## config.mk

```make
export PLATFORM = sky130hd
export DESIGN_NAME = sensor_packet_scheduler
export DESIGN_NICKNAME = d
export VERILOG_FILES = /design/src/rtl/sensor_packet_scheduler.sv
export SDC_FILE = /design/constraint.sdc
export NUM_CORES = 1
export LEC_CHECK = 0
export ABC_AREA = 1
export BUFFER_PORTS_ARGS = -buffer_cell sky130_fd_sc_hd__buf_4
export CAP_MARGIN = 5
export CORE_ASPECT_RATIO = 0.6
export CORE_MARGIN = 10
export CORE_UTILIZATION = 33
export DETAILED_ROUTE_END_ITERATION = 7
export REMOVE_ABC_BUFFERS = 1
export SYNTH_ARGS = -nofsm -noshare
export SYNTH_HDL_FRONTEND = slang
export SYNTH_SLANG_ARGS = --single-unit
```

## constraint.sdc

```tcl
create_clock -name clk -period 2.1 [get_ports clk]
set_input_delay 0 -clock clk [delete_from_list [all_inputs] [get_ports clk]]
set_output_delay 0 -clock clk [all_outputs]
set_load 0.1 [all_outputs]
```

## src/rtl/sensor_packet_scheduler.sv

```systemverilog
// sensor_packet_scheduler
// Stages BNO085 quaternion and gyro samples, merges them within a bounded
// collection window, and commits a frozen snapshot that drives the sensor-data
// inputs of mcu_spi_slave for the whole SPI readout.
// Optional feature macro: PKT_SEQ_EN adds a 4-bit acknowledge sequence number
// in pkt_flags[7:4]. When it is undefined, pkt_flags[7:2] is always zero.
// Handshake: done rises in the cycle after a commit. It stays high until a
// synchronized rising edge of load or until the acknowledge timeout expires.
// pkt_* and pkt_flags change only in the commit cycle, while done is low.
// The FSM state is exported on the state port.
module sensor_packet_scheduler #(
    parameter int COLLECT_WIN = 64,
    parameter int ACK_TIMEOUT = 3_000_000,
    parameter int HOLDOFF_CYC = 300
) (
    input  logic               clk,
    input  logic               rst_n,
    input  logic               quat_valid,
    input  logic signed [15:0] quat_w,
    input  logic signed [15:0] quat_x,
    input  logic signed [15:0] quat_y,
    input  logic signed [15:0] quat_z,
    input  logic               gyro_valid,
    input  logic signed [15:0] gyro_x,
    input  logic signed [15:0] gyro_y,
    input  logic signed [15:0] gyro_z,
    input  logic               load,
    output logic               done,
    output logic signed [15:0] pkt_quat_w,
    output logic signed [15:0] pkt_quat_x,
    output logic signed [15:0] pkt_quat_y,
    output logic signed [15:0] pkt_quat_z,
    output logic signed [15:0] pkt_gyro_x,
    output logic signed [15:0] pkt_gyro_y,
    output logic signed [15:0] pkt_gyro_z,
    output logic [7:0]         pkt_flags,
    output logic [7:0]         drop_cnt,
    output logic [1:0]         state
);

    localparam int WIN_W = $clog2(COLLECT_WIN);
    localparam int HO_W  = $clog2(HOLDOFF_CYC + 1);
    localparam logic [WIN_W-1:0] WIN_LAST = WIN_W'(COLLECT_WIN - 1);
    localparam logic [HO_W-1:0]  HO_LAST  = HO_W'(HOLDOFF_CYC - 1);
    localparam logic [23:0]      TO_LAST  = 24'(ACK_TIMEOUT - 1);

    typedef enum logic [1:0] {
        S_IDLE    = 2'd0,
        S_COLLECT = 2'd1,
        S_PRESENT = 2'd2,
        S_HOLDOFF = 2'd3
    } state_t;

    state_t st;

    logic load_s1, load_s2, load_s2_d;
    logic load_rise;

    logic signed [15:0] stg_qw, stg_qx, stg_qy, stg_qz;
    logic signed [15:0] stg_gx, stg_gy, stg_gz;
    logic q_seen, g_seen;

    logic [WIN_W-1:0] win_cnt;
    logic [23:0]      to_cnt;
    logic [HO_W-1:0]  ho_cnt;
    logic [3:0]       seq_bits;

    assign state     = st;
    assign load_rise = load_s2 & ~load_s2_d;

    // Two-flop synchronizer for the asynchronous MCU acknowledge, plus one delay stage for edge detection.
    always_ff @(posedge clk or negedge rst_n) begin
        if (!rst_n) begin
            load_s1   <= 1'b0;
            load_s2   <= 1'b0;
            load_s2_d <= 1'b0;
        end else begin
            load_s1   <= load;
            load_s2   <= load_s1;
            load_s2_d <= load_s2;
        end
    end

`ifdef PKT_SEQ_EN
    logic [3:0] seq_cnt;

    // Sequence number advances only on an acknowledge, so a dropped packet shows up as a repeated number.
    always_ff @(posedge clk or negedge rst_n) begin
        if (!rst_n) begin
            seq_cnt <= 4'd0;
        end else if (st == S_PRESENT && load_rise) begin
            seq_cnt <= seq_cnt + 4'd1;
        end
    end

    assign seq_bits = seq_cnt;
`else
    assign seq_bits = 4'd0;
`endif

    // Packet FSM with staging capture, commit snapshot, ack/timeout handling and holdoff.
    always_ff @(posedge clk or negedge rst_n) begin
        if (!rst_n) begin
            st         <= S_IDLE;
            done       <= 1'b0;
            stg_qw     <= '0;
            stg_qx     <= '0;
            stg_qy     <= '0;
            stg_qz     <= '0;
            stg_gx     <= '0;
            stg_gy     <= '0;
            stg_gz     <= '0;
            q_seen     <= 1'b0;
            g_seen     <= 1'b0;
            pkt_quat_w <= '0;
            pkt_quat_x <= '0;
            pkt_quat_y <= '0;
            pkt_quat_z <= '0;
            pkt_gyro_x <= '0;
            pkt_gyro_y <= '0;
            pkt_gyro_z <= '0;
            pkt_flags  <= 8'd0;
            drop_cnt   <= 8'd0;
            win_cnt    <= '0;
            to_cnt     <= '0;
            ho_cnt     <= '0;
        end else begin
            case (st)
                S_IDLE: begin
                    if (quat_valid || gyro_valid) begin
                        win_cnt <= '0;
                        st      <= S_COLLECT;
                    end
                end
                S_COLLECT: begin
                    if ((q_seen && g_seen) || (win_cnt == WIN_LAST)) begin
                        // An absent sensor leaves its snapshot fields untouched.
                        if (q_seen) begin
                            pkt_quat_w <= stg_qw;
                            pkt_quat_x <= stg_qx;
                            pkt_quat_y <= stg_qy;
                            pkt_quat_z <= stg_qz;
                        end
                        if (g_seen) begin
                            pkt_gyro_x <= stg_gx;
                            pkt_gyro_y <= stg_gy;
                            pkt_gyro_z <= stg_gz;
                        end
                        pkt_flags <= {seq_bits, 2'b00, g_seen, q_seen};
                        q_seen    <= 1'b0;
                        g_seen    <= 1'b0;
                        done      <= 1'b1;
                        to_cnt    <= '0;
                        st        <= S_PRESENT;
                    end else begin
                        win_cnt <= win_cnt + 1'b1;
                    end
                end
                S_PRESENT: begin
                    if (load_rise) begin
                        // An ack in the same cycle as the timeout counts as an ack.
                        done   <= 1'b0;
                        ho_cnt <= '0;
                        st     <= S_HOLDOFF;
                    end else if (to_cnt == TO_LAST) begin
                        done   <= 1'b0;
                        ho_cnt <= '0;
                        st     <= S_HOLDOFF;
                        if (drop_cnt != 8'hFF) begin
                            drop_cnt <= drop_cnt + 8'd1;
                        end
                    end else begin
                        to_cnt <= to_cnt + 24'd1;
                    end
                end
                S_HOLDOFF: begin
                    if (ho_cnt == HO_LAST) begin
                        // A valid arriving on this edge sets its seen bit too, so it is not stranded in IDLE.
                        if (q_seen || g_seen || quat_valid || gyro_valid) begin
                            win_cnt <= '0;
                            st      <= S_COLLECT;
                        end else begin
                            st <= S_IDLE;
                        end
                    end else begin
                        ho_cnt <= ho_cnt + 1'b1;
                    end
                end
                default: st <= S_IDLE;
            endcase

            // Staging capture runs in every state. It comes last so a valid in the commit cycle overrides the seen-bit clear.
            if (quat_valid) begin
                stg_qw <= quat_w;
                stg_qx <= quat_x;
                stg_qy <= quat_y;
                stg_qz <= quat_z;
                q_seen <= 1'b1;
            end
            if (gyro_valid) begin
                stg_gx <= gyro_x;
                stg_gy <= gyro_y;
                stg_gz <= gyro_z;
                g_seen <= 1'b1;
            end
        end
    end

endmodule

```

==> metrics.md <==
| Metric | Value |
|---|---|
| Status | `finished clean` |
| Largest net degree at the start of global routing | `70` |
| Distinct cell type count after synthesis | `32` |
| Residual DRC | `0` |
| PnR Total Power | `0.0260 W` |
| Initial core utilization | `0.333` |
| Worst skew pair latency | `roughly 0.57 ns` |
| Synth Register Bits | `281` |
| CP max stage delay | `0.41 ns` |
| Port Buf Inserts | `~240` |
| Worst Hold Class | `input port to async pin` |
| Initial antenna violation count | `0` |
| DR vias | `~11000` |
| Critical Path RT | `~2.6 ns` |
| Iter 0 DRT Violations | `829` |
| DP Wirelength | `24.4 mm` |
| Total GRT Usage | `0.160` |
| Largest area contributor in the netlist | `dfrtp_1` |
| CTS tree | `done` |
| Rel. slew slack | `0.403` |
| Drt total wl | `~36 mm` |
| Worst-Margin Slew | `between 0.8 and 0.9 ns` |
| Final non-filler cell total | `2377` |
| CP arrival | `2.38 ns` |
| CP most frequent cell | `nand2_1` |
| Gate Count Post-Synth | `roughly 1500` |
| Buffers plus inverters on the worst setup path | `0` |
| RSZ-0062 raised after global routing | `false` |
| Slew Limit Fails | `0` |
| IO Count | `248` |
| CP endpoint kind | `flop` |
| Synthesis warning total | `0` |
| Top cells by area, synth | `dfrtp_1 58%, nand2_1 27%, nor2_1 2.4%` |
| Critical path peak fanout | `15` |
| Antenna-violating nets left | `0` |
| Antenna diodes | `0` |
| Max-Cap Viols | `0` |
| CP top delay family | `simple AND/OR/NAND/NOR gates` |
| Peak supply drop | `1.41 mV` |
| Number of synthesized flops with an enable pin | `0` |
| Synth async-reset ratio | `1.00` |
| Fin crit share | `0.915` |
| Via/cell ratio | `approximately 4.5` |
| Final setup viols | `0` |
| Type of origin of the critical path | `flop` |
| First-pass GRT wire length | `59.0 mm` |
| Leakage | `8.93 nW` |
| Layout net count | `between 2000 and 2500` |
| Fillers | `3527` |
| CP max stage cell | `dfrtp_1` |
| Drt pass-1 iters | `5` |
| Layout area overhead | `39.7%` |
| Clock sinks | `281` |
| Mean area per synthesized cell | `8.08 um2` |
| Most frequent cell after synthesis | `nand2_1` |
| # rows | `54` |
| Critical path class | `flop to flop` |
| CP Cell Sequence | `ha_2 > nand2_1 > nor2_4 > nand2_1 > nor2_1 > nand3_1 > nand2_1 > nor2_4 > nand2_1 > nand2_1` |
| F_max | `roughly 0.52 GHz` |
| Synth top area share | `0.583` |
| Total CTS buffers | `28` |
| Clock Skew | `0.0141 ns` |
| Die area | `0.0448 mm2` |
| Setup TNS | `0 ns` |
| H-Tree Level Count | `1` |
| Die X | `267 um` |
| Grt total ovfl | `0` |
| Synthesized area | `about 0.012 mm2` |
| CTS max path bufs | `3` |
| Post-synth top flop | `dfrtp_1` |
| Clock slew at reported path FFs | `0.07 ns` |
| Placed Cells | `around 2200` |
| Cell types with the highest counts after synthesis | `874 x nand2_1, 281 x dfrtp_1, 78 x nor2_1` |
| Hold Violations, Final | `0` |
| Final GP Congestion | `0.894` |
| WL per Instance | `15.1 um` |
| Root Driver | `clkbuf_16` |
| Cell area power density | `~1500 mW/mm2` |
| Core region area | `0.0362 mm2` |
| Chip Height | `168 um` |
| Sequential area share after synthesis | `0.583` |
| Period minus WS final | `1.92 ns` |
| Vias in the first global route | `10900` |
| Share of layout cells above drive strength 1 | `0.178` |
## cells in the final DEF, fill, tap and decap left out, types with 2 or more instances in the layout
cell / netlist / routed
inv_1: 62 / 62
xor2_1: 11 / 11
clkbuf_1: 27 / 5
clkinvlp_4: 0 / 2
buf_4: 7 / 264
and2_1: 2 / 2
buf_12: 0 / 8
nand4_1: 3 / 3
nor3b_1: 5 / 5
o21ai_0: 18 / 18
nand2_1: 874 / 873
clkinv_2: 1 / 11
ha_1: 9 / 8
dlygate4sd3_1: 0 / 139
conb_1: 1 / 6
o21ai_1: 9 / 9
nand3_1: 43 / 43
nand3_2: 2 / 2
nor2_1: 78 / 77
a21oi_1: 3 / 3
xnor2_1: 7 / 7
clkbuf_8: 0 / 5
nand3b_1: 4 / 4
inv_2: 3 / 4
nor2_4: 3 / 3
dfrtp_1: 281 / 281
clkbuf_16: 0 / 28
nor3_1: 7 / 7
## routing by layer
metal | GRT usage | vias to the layer above | part of all wire
li1 | - | 5294 | -
met1 | 0.222 | 5070 | 0.47
met2 | 0.256 | 217 | 0.46
met3 | 0.0327 | 44 | 0.051
met4 | 0.0327 | 0 | 0.018
met5 | 0 | - | 0
## state kept, by name, indices dropped and copies added, names as in the netlist, 2 cells and up
register    flops
to_cnt         24
pkt_gyro_x     16
pkt_gyro_y     16
pkt_gyro_z     16
pkt_quat_w     16
pkt_quat_x     16
pkt_quat_y     16
pkt_quat_z     16
stg_gx         16
stg_gy         16
stg_gz         16
stg_qw         16
stg_qx         16
stg_qy         16
stg_qz         16
ho_cnt          9
drop_cnt        8
win_cnt         6
pkt_flags       2
state           2
## cell families (layout without fill, tap and decap cells)
group	after synthesis	count (layout)	synth area share
XOR/XNOR	18	18	0.0131
AND/OR/NAND/NOR	1024	1024	0.333
other	1	6	0.000311
buffers and inverters	126	531	0.0466
adder cells (fa/ha/maj)	9	9	0.00934
AO/OA/AOI/OAI	32	32	0.0142
flip-flops	281	281	0.583
## power by group
| group | internal (W) | switching [W] |
|---|---|---|
| Combinational | 0.00280 | 0.0107 |
| Clock | 0.00277 | 0.00221 |
| Sequential | 0.00669 | 0.000809 |
| Total | 0.0123 | 0.0137 |
## worst reg2reg max path, stage by stage, from the launching register on
cell and delay, ns:
dfrtp_1 0.41, ha_2 0.25, nand2_1 0.11, nor2_4 0.17, nand2_1 0.09, nor2_1 0.21, nand3_1 0.15, nand2_1 0.16
nor2_4 0.12, nand2_1 0.09, nand2_1 0.05
## area by class of cell
class	instances	area, um2	share of cell area
clock buffer	38	788	0.0468
clock inverter	14	125	0.00743
inverter	67	253	0.0150
multi-input combinational	1089	4490	0.267
sequential	281	7030	0.418
tap	476	596	0.0354
timing repair buffer	412	3550	0.211
## stage by stage
| step | worst slack, ns | utilization | hold slack (ns) | instance area [um2] |
|---|---|---|---|---|
| 3_5_place_dp | -0.0177 | 0.400 | 0.0448 | 14500 |
| 5_1_grt | 0.00987 | 0.465 | 0.0501 | 16800 |
| 6_report | 0.178 | 0.465 | 0.0365 | 16800 |
| 2_1_floorplan | -0.793 | - | -0.296 | 11800 |
| 4_1_cts | 0.0996 | 0.464 | 0.0146 | 16800 |
| 3_3_place_gp | 0.113 | 0.400 | 0.0436 | 14500 |
## worst paths after layout
kind / slack (ns) / to / cells past startpoint / startpoint
min: 0.04 / stg_qy[14]$_DFFE_PN0P_ / 2 / rst_n
max in group asynchronous: 1.32 / pkt_quat_y[1]$_DFFE_PN0P_ / 3 / rst_n
max: 0.18 / to_cnt[10]$_DFFE_PN0P_ / 10 / to_cnt[0]$_DFFE_PN0P_
min reg2reg: 0.36 / load_s2$_DFF_PN0_ / 0 / load_s1$_DFF_PN0_
max reg2reg: 0.18 / to_cnt[10]$_DFFE_PN0P_ / 10 / to_cnt[0]$_DFFE_PN0P_
min in group clk: 0.04 / stg_qx[5]$_DFFE_PN0P_ / 4 / quat_valid
## repair_timing
action	in CTS	in global routing
hold buffers	139	0
endpoints found under the hold margin	394	0
setup endpoints to repair	3	89
setup buffers	0	2
resized for setup	1	3
pin swaps	0	2
Power figures use the tool's default switching activity.
